<file path="src/rtl/ex_wb_arbiter.sv">
// Round-robin arbiter sharing the register-file writeback port among execution units.
// Null (r0) requests are acknowledged alongside the real winner without using the port.
module ex_wb_arbiter #(
    parameter int unsigned NUM_UNITS = 4,
    parameter int unsigned DATA_W    = 64,
    parameter int unsigned RN_W      = 6,
    parameter int unsigned PERF_W    = 16
) (
    input  logic                        clk,
    input  logic                        rst_n,
    input  logic [NUM_UNITS-1:0]        unit_valid,
    input  logic [NUM_UNITS*DATA_W-1:0] unit_data,
    input  logic [NUM_UNITS*RN_W-1:0]   unit_rn,
    output logic [NUM_UNITS-1:0]        unit_stall,
    input  logic                        wb_stall,
    output logic                        wb_en,
    output logic [RN_W-1:0]             wb_rn,
    output logic [DATA_W-1:0]           wb_data,
    output logic [2:0]                  wb_unit,
    output logic [PERF_W-1:0]           perf_conflicts
);

    localparam int unsigned PTR_W = (NUM_UNITS > 1) ? $clog2(NUM_UNITS) : 1;

    logic [PTR_W-1:0]       rr_ptr_q;
    logic [PTR_W-1:0]       rr_ptr_d;
    logic [NUM_UNITS-1:0]   real_req;
    logic [NUM_UNITS-1:0]   null_req;
    logic [2*NUM_UNITS-1:0] req_dbl;
    logic [NUM_UNITS-1:0]   req_rot;
    logic                   win_found;
    logic [PTR_W-1:0]       win_off;
    logic [PTR_W:0]         win_sum;
    logic [PTR_W-1:0]       win_idx;
    logic [NUM_UNITS-1:0]   win_onehot;
    logic [NUM_UNITS-1:0]   grant;
    logic [PTR_W:0]         n_real;
    logic                   multi_req;
    logic [RN_W-1:0]        sel_rn;
    logic [DATA_W-1:0]      sel_data;

    always_comb begin
        real_req = '0;
        null_req = '0;
        n_real   = '0;
        for (int i = 0; i < int'(NUM_UNITS); i++) begin
            real_req[i] = unit_valid[i] & (|unit_rn[i*RN_W +: RN_W]);
            null_req[i] = unit_valid[i] & ~(|unit_rn[i*RN_W +: RN_W]);
            n_real      = n_real + (PTR_W+1)'(real_req[i]);
        end
        multi_req = n_real > (PTR_W+1)'(1);
    end

    // Rotate requests so bit 0 is the unit at rr_ptr; the lowest set bit is the winner offset.
    always_comb begin
        req_dbl   = {real_req, real_req} >> rr_ptr_q;
        req_rot   = req_dbl[NUM_UNITS-1:0];
        win_found = 1'b0;
        win_off   = '0;
        for (int i = int'(NUM_UNITS) - 1; i >= 0; i--) begin
            if (req_rot[i]) begin
                win_found = 1'b1;
                win_off   = PTR_W'(i);
            end
        end
        win_sum = {1'b0, rr_ptr_q} + {1'b0, win_off};
        if (win_sum >= (PTR_W+1)'(NUM_UNITS)) begin
            win_sum = win_sum - (PTR_W+1)'(NUM_UNITS);
        end
        win_idx    = win_sum[PTR_W-1:0];
        win_onehot = win_found ? (NUM_UNITS'(1) << win_idx) : '0;
        rr_ptr_d   = (win_idx == PTR_W'(NUM_UNITS - 1)) ? '0 : win_idx + PTR_W'(1);
    end

    always_comb begin
        sel_rn   = '0;
        sel_data = '0;
        for (int i = 0; i < int'(NUM_UNITS); i++) begin
            if (win_onehot[i]) begin
                sel_rn   = unit_rn[i*RN_W +: RN_W];
                sel_data = unit_data[i*DATA_W +: DATA_W];
            end
        end
    end

    always_comb begin
        grant      = wb_stall ? '0 : (win_onehot | null_req);
        unit_stall = unit_valid & ~grant;
    end

    always_ff @(posedge clk or negedge rst_n) begin
        if (!rst_n) begin
            wb_en          <= 1'b0;
            wb_rn          <= '0;
            wb_data        <= '0;
            wb_unit        <= '0;
            rr_ptr_q       <= '0;
            perf_conflicts <= '0;
        end else if (!wb_stall) begin
            wb_en <= win_found;
            if (win_found) begin
                wb_rn    <= sel_rn;
                wb_data  <= sel_data;
                wb_unit  <= 3'(win_idx);
                rr_ptr_q <= rr_ptr_d;
            end
            if (multi_req && (perf_conflicts != '1)) begin
                perf_conflicts <= perf_conflicts + PERF_W'(1);
            end
        end
    end

`ifndef SYNTHESIS
    always @(posedge clk) begin
        if (rst_n) begin
            assert (!$isunknown(unit_valid))
            else $error("ex_wb_arbiter: unit_valid has X bits after reset");
        end
    end
`endif

endmodule

</file>
<file path="config.mk">
export PLATFORM = sky130hd
export DESIGN_NAME = ex_wb_arbiter
export DESIGN_NICKNAME = d
export VERILOG_FILES = /design/src/rtl/ex_wb_arbiter.sv
export SDC_FILE = /design/constraint.sdc
export NUM_CORES = 1
export LEC_CHECK = 0
export CORE_AREA = 2 2 146 148
export CTS_CLUSTER_DIAMETER = 200
export DETAILED_ROUTE_END_ITERATION = 10
export DIE_AREA = 0 0 148 150
export GPL_TIMING_DRIVEN = 0
export PLACE_DENSITY = 0.69
export SLEW_MARGIN = 15
export SYNTH_ARGS = -nofsm -noshare
export SYNTH_HDL_FRONTEND = slang
export SYNTH_SLANG_ARGS = --single-unit
</file>
<file path="constraint.sdc">
create_clock -name clk -period 17.7 [get_ports clk]
set_input_delay 5.31 -clock clk [delete_from_list [all_inputs] [get_ports clk]]
set_output_delay 5.31 -clock clk [all_outputs]
set_load 0.01 [all_outputs]
</file>
==> results.md <==
- CTS Buffer Depth: 2
- Row Count: 53
- Average wire per standard cell: 21.3 µm
- Drt drc: 0
- Hold-fix buffers, CTS: 0
- Fmax: 0.0626 GHz
- Placed cells: 1,365
- Initial antenna violation count: 0
- Worst endpoint required time: 12.39 ns
- GRT overflow: 0
- Pins Over Slew Limit: 0
- Final setup fails: 0
- Total track usage: 25.8%
- Synth Cell Area: 6440 µm²
- Setup TNS Final: 0 ns
- Clock Skew: 0.00631 ns
- Unique masters post-synth: 55
- Async SR Flop Fraction: 100%
- Startpoint of the worst hold path: perf_conflicts[11]
- Final hold violation count: 0
- Total Power: 1.89 mW
- Clock transition at path regs: 0.07 ns
- Top_reg_cell synth: dfrtp_1
- Leakage: 4.49 nW
- Drt first pass iters: 7
- CTS tree: yes
- FF-to-FF path depth: 13
- Die X: 148 µm
- Status: complete, no violations
- Die height: 150 µm
- Crit path time final: 15.96 ns
- Worst r2r dst: wb_data[52]
- Die ar.: 22,200 µm²
- DR iter-0 viols: 469
- Net count, final: 1,393
- Core footprint: 20,700 µm²
- H-tree levels: 3
- GP Congestion: 0.886
- Register bit total from synthesis: 91
- Hold EP: perf_conflicts[11]
- Mapped Avg Cell Area: 9.07 µm²
- Vias in the first global route: 7,281
- Syn_nets: 1,002
- Non-Filler Instances: 1,381
- EDFF count, synth: 0
- Sequential fraction of the synthesis area: 35.3%
- Worst setup SP type: input port
- Critical Path AT: 10.65 ns
- Largest cells by area after synthesis: dfrtp_1 35%, mux2i_1 22%, o41ai_1 9.8%
- First-pass GRT wire length: 43.7 mm
- PostCTS Resize Cnt: 0
- Yosys top cell by area: dfrtp_1
- Relative slew slack: 27.3%
- Largest net degree at the start of global routing: 47
- Sink Count: 91
- Worst hold path depth: 1
- Worst-path maximum fanout: 10
- Port buffer count: 379
- RR Startpoint: rr_ptr_q[0]
- Max-cap violations: 0
- Final wirelength: 29.4 mm
- Yosys warns: 0
- Post-CTS Repair Setup Buffers: 0
- Synth Instances: 710
- Io pins: 381
- Share of cells above drive strength 1: 4.52%
- PwrDens: 173 nW/µm²
- Initial Util: 31.1%
- CTS buffer count: 9
- Final Cycle Share: 90.2%
- Top-area cell type share of the netlist area: 35.3%
- CP Launch Point: unit_rn[12]
- Slew @ Worst Pin: 1.09 ns
- Root Driver: clkbuf_16
- Worst IR drop on VDD: 0.0898 mV
- Clk Latency, worst-skew pair: 0.35 ns
- Vias per cell: 5.23
- Reg2reg setup slack: 13.30 ns
- ANT cells: 0
- Kind of critical path: input port to output pin
- RSZ-0062 raised after global routing: no
- Layout area overhead: 69.5%
- Setup crit end kind: output pin
- Post-route ant nets: 0
- Hpwl dp: 23.2 mm
- Vias: 7,229
- Worst min path class: flop to flop
-- layout make-up --
class | count | area [µm²]
Clock buffer | 11 | 253
Clock inverter | 5 | 60.1
Inverter | 5 | 18.8
Tap cell | 275 | 344
Timing Repair Buffer | 380 | 3820
Multi-Input combinational cell | 545 | 3820
Fill cell | 1950 | 9770
Buffer | 69 | 329
Sequential cell | 91 | 2280
-- cell usage after synthesis, drive strengths merged, types with 2 or more instances --
library cell	count
nand3	9
dfrtp	91
o311a	4
o41ai	73
and3	2
a21boi	4
xor2	14
or4	3
nor2	6
mux2i	140
o21ai	76
a311oi	3
and2	5
or2	2
o31ai	4
inv	4
nor4	9
a21oi	2
nor3	11
nand2	151
and4	3
ha	4
clkbuf	49
buf	20
-- power by group --
group	internal [mW]	switching (mW)	total [mW]	leakage [nW]
clock network	0.118	0.0896	0.208	0.152
logic	0.545	0.779	1.32	3.20
registers	0.298	0.0575	0.356	1.15
total	0.961	0.926	1.89	4.49
-- registers in the layout, indices dropped and copies added, names as in the netlist --
signal,flops
perf_conflicts,16
wb_rn,6
wb_data,64
rr_ptr_q,2
wb_unit,2
wb_en,1
-- logic make-up after synthesis --
group | synth area share [%]
and+or+nand+nor | 13.8
AOI/OAI and AO/OA | 20.1
muxes | 21.9
DFF | 35.3
buffers and inverters | 5.40
xor gates and xnor gates | 2.04
adders and majority gates | 1.24
other | 0.0582
-- cell usage in the layout (no fill, tap or decap), types with 2 or more instances in the layout --
cell type	n
nor3_1	11
and4_1	3
a21oi_1	2
a21boi_0	3
inv_1	3
nand3_1	9
o31ai_1	2
and2_1	5
o311a_1	3
a311oi_1	3
o21ai_0	75
and3_1	2
nand2_1	151
buf_2	11
dfrtp_1	91
xor2_1	14
mux2i_1	140
clkbuf_16	9
o41ai_1	72
clkbuf_8	2
clkbuf_1	49
nor2_1	6
nor4_1	9
clkdlybuf4s50_1	378
or4_1	2
buf_6	8
o31ai_4	2
or2_2	2
ha_1	4
-- critical path, stage by stage --
cell and delay, ns:
clkdlybuf4s50_1 0.46, nor4_1 0.73, a21boi_0 0.41, o311a_2 0.42
o221ai_1 0.18, ha_1 0.29, inv_1 0.11, xnor2_1 0.28
ha_1 0.20, clkbuf_1 0.43, clkbuf_1 0.61, clkbuf_1 0.41
o21ai_0 0.16, and2_1 0.17, clkdlybuf4s50_1 0.47
-- stage by stage --
step                area (µm²)  hold WS, ns  worst slack [ns]  util, %
CTS                      10900        0.497              1.71     52.8
floorplan                 6440        0.515              4.04        -
finish                   10900        0.492              1.74     52.8
global placement         10600        0.479              1.75     51.1
global route             10900        0.516              1.42     52.8
detailed placement       10600        0.483              1.76     51.3
-- worst max-delay path by stage --
stage	to	cells after the start	slack [ns]
floorplan	unit_stall[3]	12	4.04
global placement	unit_stall[3]	15	1.75
detailed placement	unit_stall[3]	15	1.76
CTS	unit_stall[3]	15	1.71
global route	unit_stall[3]	15	1.42
finish	unit_stall[3]	15	1.74
-- routing by layer --
metal | routed length, µm | global-route usage [%]
met1 | 12500 | 34.7
met2 | 14500 | 42.9
met3 | 1670 | 3.84
met4 | 708 | 7.95
met5 | 0 | 0
Power figures use the tool's default switching activity.
